File: src/rtl/instruction_fetch_unit.sv
// instruction_fetch_unit: PC/fetch FSM with one outstanding request and a 2-entry {pc, instr} FIFO toward decode
module instruction_fetch_unit #(
    parameter logic [31:0] RESET_PC = 32'h0000_0000
) (
    input  logic        clk_i,
    input  logic        rst_ni,
    input  logic        stall_i,
    input  logic        pcsrc_i,
    input  logic [31:0] branch_target_i,
    output logic        imem_req_o,
    output logic [31:0] imem_addr_o,
    input  logic        imem_gnt_i,
    input  logic        imem_rvalid_i,
    input  logic [31:0] imem_rdata_i,
    output logic        fd_valid_o,
    output logic [31:0] fd_pc_o,
    output logic [31:0] fd_pc_plus4_o,
    output logic [31:0] fd_instr_o
);
    localparam logic [31:0] NOP = 32'h0000_0013;

    typedef enum logic [1:0] {RUN, WAIT, DISCARD} state_t;

    state_t      state;
    logic [31:0] pc;
    logic [31:0] fifo_pc [2];
    logic [31:0] fifo_instr [2];
    logic        rd_ptr;
    logic        wr_ptr;
    logic [1:0]  count;
    logic [31:0] target;
    logic        push;
    logic        pop;

    assign target        = {branch_target_i[31:2], 2'b00};
    assign imem_req_o    = rst_ni && state == RUN && count < 2'd2;
    assign imem_addr_o   = pc;
    assign push          = state == WAIT && imem_rvalid_i && !pcsrc_i;
    assign pop           = fd_valid_o && !stall_i && !pcsrc_i;
    assign fd_valid_o    = count != 2'd0;
    assign fd_pc_o       = fd_valid_o ? fifo_pc[rd_ptr] : 32'h0;
    assign fd_instr_o    = fd_valid_o ? fifo_instr[rd_ptr] : NOP;
    assign fd_pc_plus4_o = fd_pc_o + 32'd4;

    // Fetch FSM: advances PC on grant, tracks the single outstanding request, drops stale responses
    always_ff @(posedge clk_i or negedge rst_ni) begin
        if (!rst_ni) begin
            state <= RUN;
            pc    <= RESET_PC;
        end else begin
            case (state)
                RUN: begin
                    if (imem_req_o && imem_gnt_i) begin
                        pc    <= pcsrc_i ? target : pc + 32'd4;
                        state <= pcsrc_i ? DISCARD : WAIT;
                    end else if (pcsrc_i) begin
                        pc <= target;
                    end
                end
                WAIT: begin
                    if (pcsrc_i) pc <= target;
                    if (pcsrc_i || imem_rvalid_i) state <= (pcsrc_i && !imem_rvalid_i) ? DISCARD : RUN;
                end
                DISCARD: begin
                    if (pcsrc_i) pc <= target;
                    if (imem_rvalid_i) state <= RUN;
                end
                default: state <= RUN;
            endcase
        end
    end

    // Decode FIFO: pushes the granted fetch's PC (PC-4) with its data, pops on accept, flushes on redirect
    always_ff @(posedge clk_i or negedge rst_ni) begin
        if (!rst_ni) begin
            rd_ptr <= 1'b0;
            wr_ptr <= 1'b0;
            count  <= 2'd0;
            for (int i = 0; i < 2; i++) begin
                fifo_pc[i]    <= 32'h0;
                fifo_instr[i] <= NOP;
            end
        end else if (pcsrc_i) begin
            rd_ptr <= 1'b0;
            wr_ptr <= 1'b0;
            count  <= 2'd0;
        end else begin
            if (push) begin
                fifo_pc[wr_ptr]    <= pc - 32'd4;
                fifo_instr[wr_ptr] <= imem_rdata_i;
                wr_ptr             <= ~wr_ptr;
            end
            if (pop) rd_ptr <= ~rd_ptr;
            count <= count + 2'(push) - 2'(pop);
        end
    end
endmodule

File: config.mk
export PLATFORM = sky130hd
export DESIGN_NAME = instruction_fetch_unit
export DESIGN_NICKNAME = d
export VERILOG_FILES = /design/src/rtl/instruction_fetch_unit.sv
export SDC_FILE = /design/constraint.sdc
export NUM_CORES = 1
export LEC_CHECK = 0
export CORE_ASPECT_RATIO = 1.4
export CORE_MARGIN = 2
export CORE_UTILIZATION = 52
export CTS_CLUSTER_DIAMETER = 40
export DETAILED_ROUTE_END_ITERATION = 6
export GPL_ROUTABILITY_DRIVEN = 0
export GPL_TIMING_DRIVEN = 0
export PLACE_DENSITY = 0.88
export SLEW_MARGIN = 10
export SYNTH_ARGS = -nofsm -noshare
export SYNTH_HDL_FRONTEND = slang
export SYNTH_SLANG_ARGS = --single-unit
File: constraint.sdc
create_clock -name clk_i -period 4.3 [get_ports clk_i]
set_input_delay 0.43 -clock clk_i [delete_from_list [all_inputs] [get_ports clk_i]]
set_output_delay 0.43 -clock clk_i [all_outputs]
set_load 0.1 [all_outputs]
==> results of run 1 <==
cell usage after synthesis, types with 5 or more instances:
cell type | count | area (um^2)
nand2_1 | 191 | 717
dfrtp_1 | 160 | 4000
nor2_1 | 97 | 364
o21ai_0 | 72 | 360
mux2i_1 | 63 | 631
clkbuf_1 | 51 | 191
mux2_2 | 34 | 383
nand3_1 | 31 | 155
a21oi_1 | 30 | 150
xnor2_1 | 30 | 263
xor2_1 | 26 | 228
inv_1 | 24 | 90.1
nor4_1 | 23 | 144
nor3_1 | 21 | 105
o21ai_1 | 18 | 90.1
nand4_1 | 17 | 106
buf_1 | 12 | 45.0
and4_1 | 10 | 87.6
buf_2 | 9 | 45.0
ha_1 | 9 | 113
a22oi_1 | 8 | 60.1
a32oi_1 | 8 | 70.1
or3_1 | 8 | 50.1
o22a_1 | 7 | 61.3
a211oi_1 | 6 | 45.0
dfstp_2 | 6 | 158
nand4b_1 | 6 | 52.6
nor4_4 | 6 | 128
a31oi_1 | 5 | 31.3
buf_6 | 5 | 56.3
nand3b_1 | 5 | 37.5
nor2b_1 | 5 | 31.3
layer usage:
layer | vias up | global-route usage | routed length [um]
li1 | 4118 | - | -
met1 | 4542 | 0.350 | 10900
met2 | 522 | 0.560 | 15800
met3 | 105 | 0.0573 | 2200
met4 | 0 | 0.153 | 1240
met5 | - | 0 | 0
final timing paths:
path                                      from           endpoint  slack (ns)  cells after the start
worst min-delay path            fifo_instr[36]     fifo_instr[36]        0.48                      2
worst max-delay path                    rd_ptr  fd_pc_plus4_o[21]        0.08                      7
max in group asynchronous               rst_ni     fifo_instr[36]        2.92                      3
worst min register to register  fifo_instr[36]     fifo_instr[36]        0.48                      2
min in group asynchronous               rst_ni    imem_addr_o[14]        0.49                      2
worst max register to register        count[1]           count[1]        1.42                     11
power by group through the flow:
stage	sequential [mW]	combinational, mW	clock, mW
2_1_floorplan	2.88	1.98	0
3_3_place_gp	2.47	3.17	0
3_5_place_dp	2.51	3.25	0
4_1_cts	2.49	3.27	1.53
5_1_grt	2.56	3.48	1.60
6_report	2.51	3.30	1.53
cells by family after synthesis:
| kind of cell | Yosys count | synth area share |
|---|---|---|
| fa+ha+maj | 9 | 0.0119 |
| buf+inv | 103 | 0.0468 |
| mux | 97 | 0.107 |
| flops | 166 | 0.440 |
| simple gates | 448 | 0.235 |
| xor+xnor | 56 | 0.0518 |
| compound gates | 172 | 0.107 |
layout by cell type (no fill, tap or decap), types with 17 or more instances in the layout:
| master | instances |
|---|---|
| nor4_1 | 18 |
| xor2_1 | 25 |
| nor3_1 | 21 |
| inv_1 | 24 |
| dfrtp_1 | 160 |
| mux2_2 | 34 |
| xnor2_1 | 29 |
| o21ai_0 | 72 |
| a21oi_1 | 29 |
| nor2_1 | 74 |
| clkbuf_1 | 46 |
| o21ai_1 | 18 |
| nand4_1 | 17 |
| nand2_1 | 191 |
| clkbuf_16 | 17 |
| nor2_2 | 20 |
| clkdlybuf4s50_1 | 159 |
| mux2i_1 | 63 |
| nand3_1 | 31 |
stage by stage:
step	instance area (um^2)	setup WS (ns)	utilization
finish	12500	0.0824	0.699
CTS	12500	0.00171	0.698
global route	12500	-0.0438	0.699
global placement	11900	-4.39	0.664
floorplan	9650	-0.333	-
detailed placement	12000	-0.442	0.667
critical path, cell delays in order (launching register included):
cell and delay [ns]:
dfrtp_1 0.47, buf_2 0.34, mux2i_1 0.19, a211oi_1 0.55
nand4_1 0.35, nor4_1 0.39, xor2_1 0.17, dlygate4sd2_1 0.88
layout make-up:
| class | count | share of cell area |
|---|---|---|
| multi-input cells | 782 | 0.400 |
| flip-flops and latches | 166 | 0.332 |
| repair buffers | 202 | 0.159 |
| clock buffers | 17 | 0.0339 |
| plain buffers | 79 | 0.0313 |
| well taps | 240 | 0.0239 |
| clock inverters | 15 | 0.0127 |
| inverters | 24 | 0.00718 |
timing repair:
action,CTS,global route
hold buffers,1,0
cloned,0,0
pin swaps,0,1
hold endpoints to repair,47,0
buffers inserted,0,4
gates resized for setup,92,28
setup endpoints to repair,49,42
sequential cells by signal, indices dropped and copies added (netlist names):
register,cells
fifo_pc,64
imem_addr_o,32
fifo_instr,64
wr_ptr,1
count,2
state,2
rd_ptr,1
==> out/qor.txt, run 1 <==
via count -> 9,287
Leak Pwr -> 5.44 nW
Syn Inst Count -> 1,051
Finished Layout Cells -> 1,525
GRT Util Overall -> 0.309
CP Launch Type -> register
Clock power frac -> 0.208
largest net degree at the start of global routing -> 116
pwr/cell area -> 585 nW/um^2
Final min period -> 4.22 ns
final setup fails -> 0
register area -> 4160 um^2
Starting Density -> 0.528
later-pin clock latency in the skew report -> 0.44 ns
internal power -> 3.85 mW
starting DRC count in detailed routing -> 779
First-pass DRT Iterations -> 6
Post-synth EDFFs -> 0
I/O pin cnt -> 200
area of the multi-input gates -> 5020 um^2
Max Clock Freq -> 237 MHz
kind of critical path -> register to primary output
final net count -> 1,351
cell total after placement -> 1,488
vias in the first global route -> 9,097
Yosys warning count -> 0
Setup TNS -> 0 ns
Main synth FF type -> dfrtp_1
final hold vios -> 0
status -> completed
Die Ht -> 164 um
FF+latch count, synth -> 166
Final Max Slew Viols -> 0
Critical Path RT -> 3.87 ns
Core ar. -> 17,900 um^2
post-DP HPWL -> 21.9 mm
WL/cell -> 19.8 um
first-pass GRT wire length -> 47.3 mm
die width -> 118 um
Slew @ Worst Pin -> 1.05 ns
Mapped Nets -> 1,130
async set-reset flop share out of synthesis -> 1.00
# DRC -> 0
Routed WL -> 30.2 mm
Post-Syn Area per Cell -> 9.00 um^2
die footprint -> 19,300 um^2
share of the yosys chip area belonging to registers -> 0.440
Worst setup EP type -> primary output
share of cells above drive strength 1 -> 0.135
initial antenna violation count -> 0
H-Tree Level Count -> 4
TritonCTS clock tree -> built
ANT nets after route -> 0
TritonCTS buffer count -> 17
critical path peak fanout -> 10
Port Buffer Count -> 196
Setup Skew -> 0.0117 ns
total gr overflow -> 0
mapped cell area -> 9460 um^2
Slew HR -> 0.296
number of vias per cell -> 6.09
n_diodes -> 0
Comb power frac -> 0.449
Critical Path AT -> 3.79 ns
Tcrit/Tclk final -> 0.981
clk root buf -> clkbuf_16
Sw Share -> 0.476
max cap viols -> 0
Peak supply drop -> 0.000389 V
Tot Pwr -> 7.34 mW
CTS clk-pin slew, worst paths -> 0.07 ns
switching power total -> 3.49 mW
Clock Path Buffers -> 2
Hold WS -> 0.476 ns
fillers -> 1,287
area grow syn2layout -> 32.5%
HP Class -> register to register
register share of total power -> 0.342
Clock Sinks -> 166
Yosys cell types -> 57
row cnt -> 58
No activity file was read; power rests on OpenSTA's default activity.
==> run 2: changes to the inputs <==
--- a/config.mk
+++ b/config.mk
@@ -7,12 +7,12 @@
 export LEC_CHECK = 0
 export CORE_ASPECT_RATIO = 1.4
 export CORE_MARGIN = 2
-export CORE_UTILIZATION = 52
+export CORE_UTILIZATION = 27
 export CTS_CLUSTER_DIAMETER = 40
 export DETAILED_ROUTE_END_ITERATION = 6
 export GPL_ROUTABILITY_DRIVEN = 0
 export GPL_TIMING_DRIVEN = 0
-export PLACE_DENSITY = 0.88
+export PLACE_DENSITY = 0.55
 export SLEW_MARGIN = 10
 export SYNTH_ARGS = -nofsm -noshare
 export SYNTH_HDL_FRONTEND = slang
==> out/qor.txt, run 2 (synthesis gave the netlist of run 1 again) <==
Final Max Slew Viols -> 0 (unchanged)
HP Class -> register to register
First-pass DRT Iterations -> 5 (-1)
Tcrit/Tclk final -> 0.964 (-0.0164)
# DRC -> 0 (unchanged)
Setup Skew -> 0.0126 ns (+0.000895 ns)
Die Ht -> 226 um (+38%)
Routed WL -> 31.8 mm (+5.3%)
status -> completed
CP Launch Type -> register
n_diodes -> 0 (unchanged)
number of vias per cell -> 4.96 (-19%)
I/O pin cnt -> 200 (unchanged)
die width -> 162 um (+37%)
Placement Setup Slack -> -0.544 ns (-0.102 ns)
Final Core Density -> 0.368 (-0.331)
Leak Pwr -> 5.30 nW (-2.6%)
TritonCTS clock tree -> built
starting DRC count in detailed routing -> 505 (-35%)
max cap viols -> 0 (unchanged)
Clock Path Buffers -> 2 (unchanged)
kind of critical path -> register to primary output
final setup fails -> 0 (unchanged)
Core ar. -> 34,800 um^2 (+94%)
total gr overflow -> 0 (unchanged)
Critical Path RT -> 3.87 ns (about the same)
Clock Sinks -> 166 (unchanged)
share of cells above drive strength 1 -> 0.135 (about the same)
post-DP HPWL -> 24.4 mm (+11%)
vias in the first global route -> 8,711 (-4.2%)
Critical Path AT -> 3.72 ns (-0.07 ns)
pwr/cell area -> 567 nW/um^2 (-3.2%)
PnR worst setup slack -> 0.153 ns (+0.0704 ns)
die footprint -> 36,600 um^2 (+89%)
largest net degree at the start of global routing -> 112 (-3.4%)
Port Buffer Count -> 196 (unchanged)
clk root buf -> clkbuf_16
commonest cells after routing, fill and taps aside -> nand2_1 (191), clkdlybuf4s50_1 (165), dfrtp_1 (160), nor2_1 (74), o21ai_0 (72)
area grow syn2layout -> 35.3%
row cnt -> 81 (+40%)
initial antenna violation count -> 0 (unchanged)
critical path peak fanout -> 10 (unchanged)
final net count -> 1,350 (-0.074%)
via count -> 8,628 (-7.1%)
first-pass GRT wire length -> 50.2 mm (+6.2%)
ANT nets after route -> 0 (unchanged)
Setup TNS -> 0 ns (unchanged)
Peak supply drop -> 0.000272 V (-30%)
WL/cell -> 18.3 um (-7.7%)
TritonCTS buffer count -> 17 (unchanged)
Worst setup EP type -> primary output
Final min period -> 4.15 ns (-0.0704 ns)
Slew HR -> 0.286 (-0.0102)
later-pin clock latency in the skew report -> 0.45 ns (about the same)
RSZ-0062 raised after global routing -> false
final hold vios -> 0 (unchanged)
fillers -> 3,582 (+180%)
GRT Util Overall -> 0.178 (-0.131)
Max Clock Freq -> 241 MHz (+1.7%)
H-Tree Level Count -> 4 (unchanged)
Starting Density -> 0.272 (-0.256)
Slew @ Worst Pin -> 1.07 ns (+0.0207 ns)
CTS clk-pin slew, worst paths -> 0.07 ns (about the same)
commonest non-fill, non-tap cell in the layout -> nand2_1
## run 2: worst paths after layout
path | start | to | slack [ns] | cells past startpoint
max in group asynchronous | rst_ni | fifo_instr[63] | 2.84 | 3
min | fifo_instr[36] | fifo_instr[36] | 0.47 | 2
max reg2reg | count[1] | count[1] | 1.51 | 11
min in group asynchronous | rst_ni | imem_addr_o[16] | 0.50 | 2
min reg2reg | fifo_instr[36] | fifo_instr[36] | 0.47 | 2
max | count[1] | fd_pc_plus4_o[5] | 0.15 | 7
## run 2: where the power goes
group          internal [mW]  switching [mW]  leakage [nW]  total (mW)
logic                  0.924            2.35          2.90        3.28
registers               2.10           0.391          2.13        2.49
clock network          0.803           0.681         0.261        1.48
## run 2: worst max-delay path: stages, from the launching register on
cell and delay [ns]:
dfrtp_1 0.44, nor2_2 0.31, clkbuf_4 0.33, buf_1 0.59, nor2_4 0.14, nand2_1 0.14
xnor2_1 0.12, clkdlybuf4s50_1 1.19
## run 2: per-layer routing
metal  up-vias  track usage  share of wire  wire length [um]
met5         -            0              0                 0
met4         0       0.0602          0.022               712
met3        40       0.0311          0.043              1370
met2       266        0.309           0.50             15800
met1      4210        0.224           0.44             13900
li1       4112            -              -                 -
## run 2: final cells by class
class | count | area [um^2] | share of cell area
clock buffer | 19 | 433 | 0.0338
sequential | 166 | 4160 | 0.325
timing repair buffer | 201 | 2000 | 0.156
buffer | 79 | 398 | 0.0311
multi-input combinational | 782 | 5030 | 0.393
tap | 456 | 571 | 0.0446
clock inverter | 13 | 123 | 0.00958
inverter | 24 | 90.1 | 0.00704
## run 2: metrics by stage
stage               hold WS, ns  power (mW)  cells  area [um^2]
global route              0.486        7.66   1740        12800
CTS                       0.471        7.29   1738        12800
finish                    0.469        7.25   1740        12800
floorplan                 0.134        4.86   1051         9650
global placement          0.447        5.75   1703        12200
detailed placement        0.401        5.80   1705        12200
## run 2: timing repair
item,4_1_cts,5_1_grt
setup endpoints to repair,63,33
resized for setup,115,8
hold buffers,1,0
buffers inserted,0,2
gates cloned,0,0
hold endpoints to repair,55,0
pin swaps,0,1
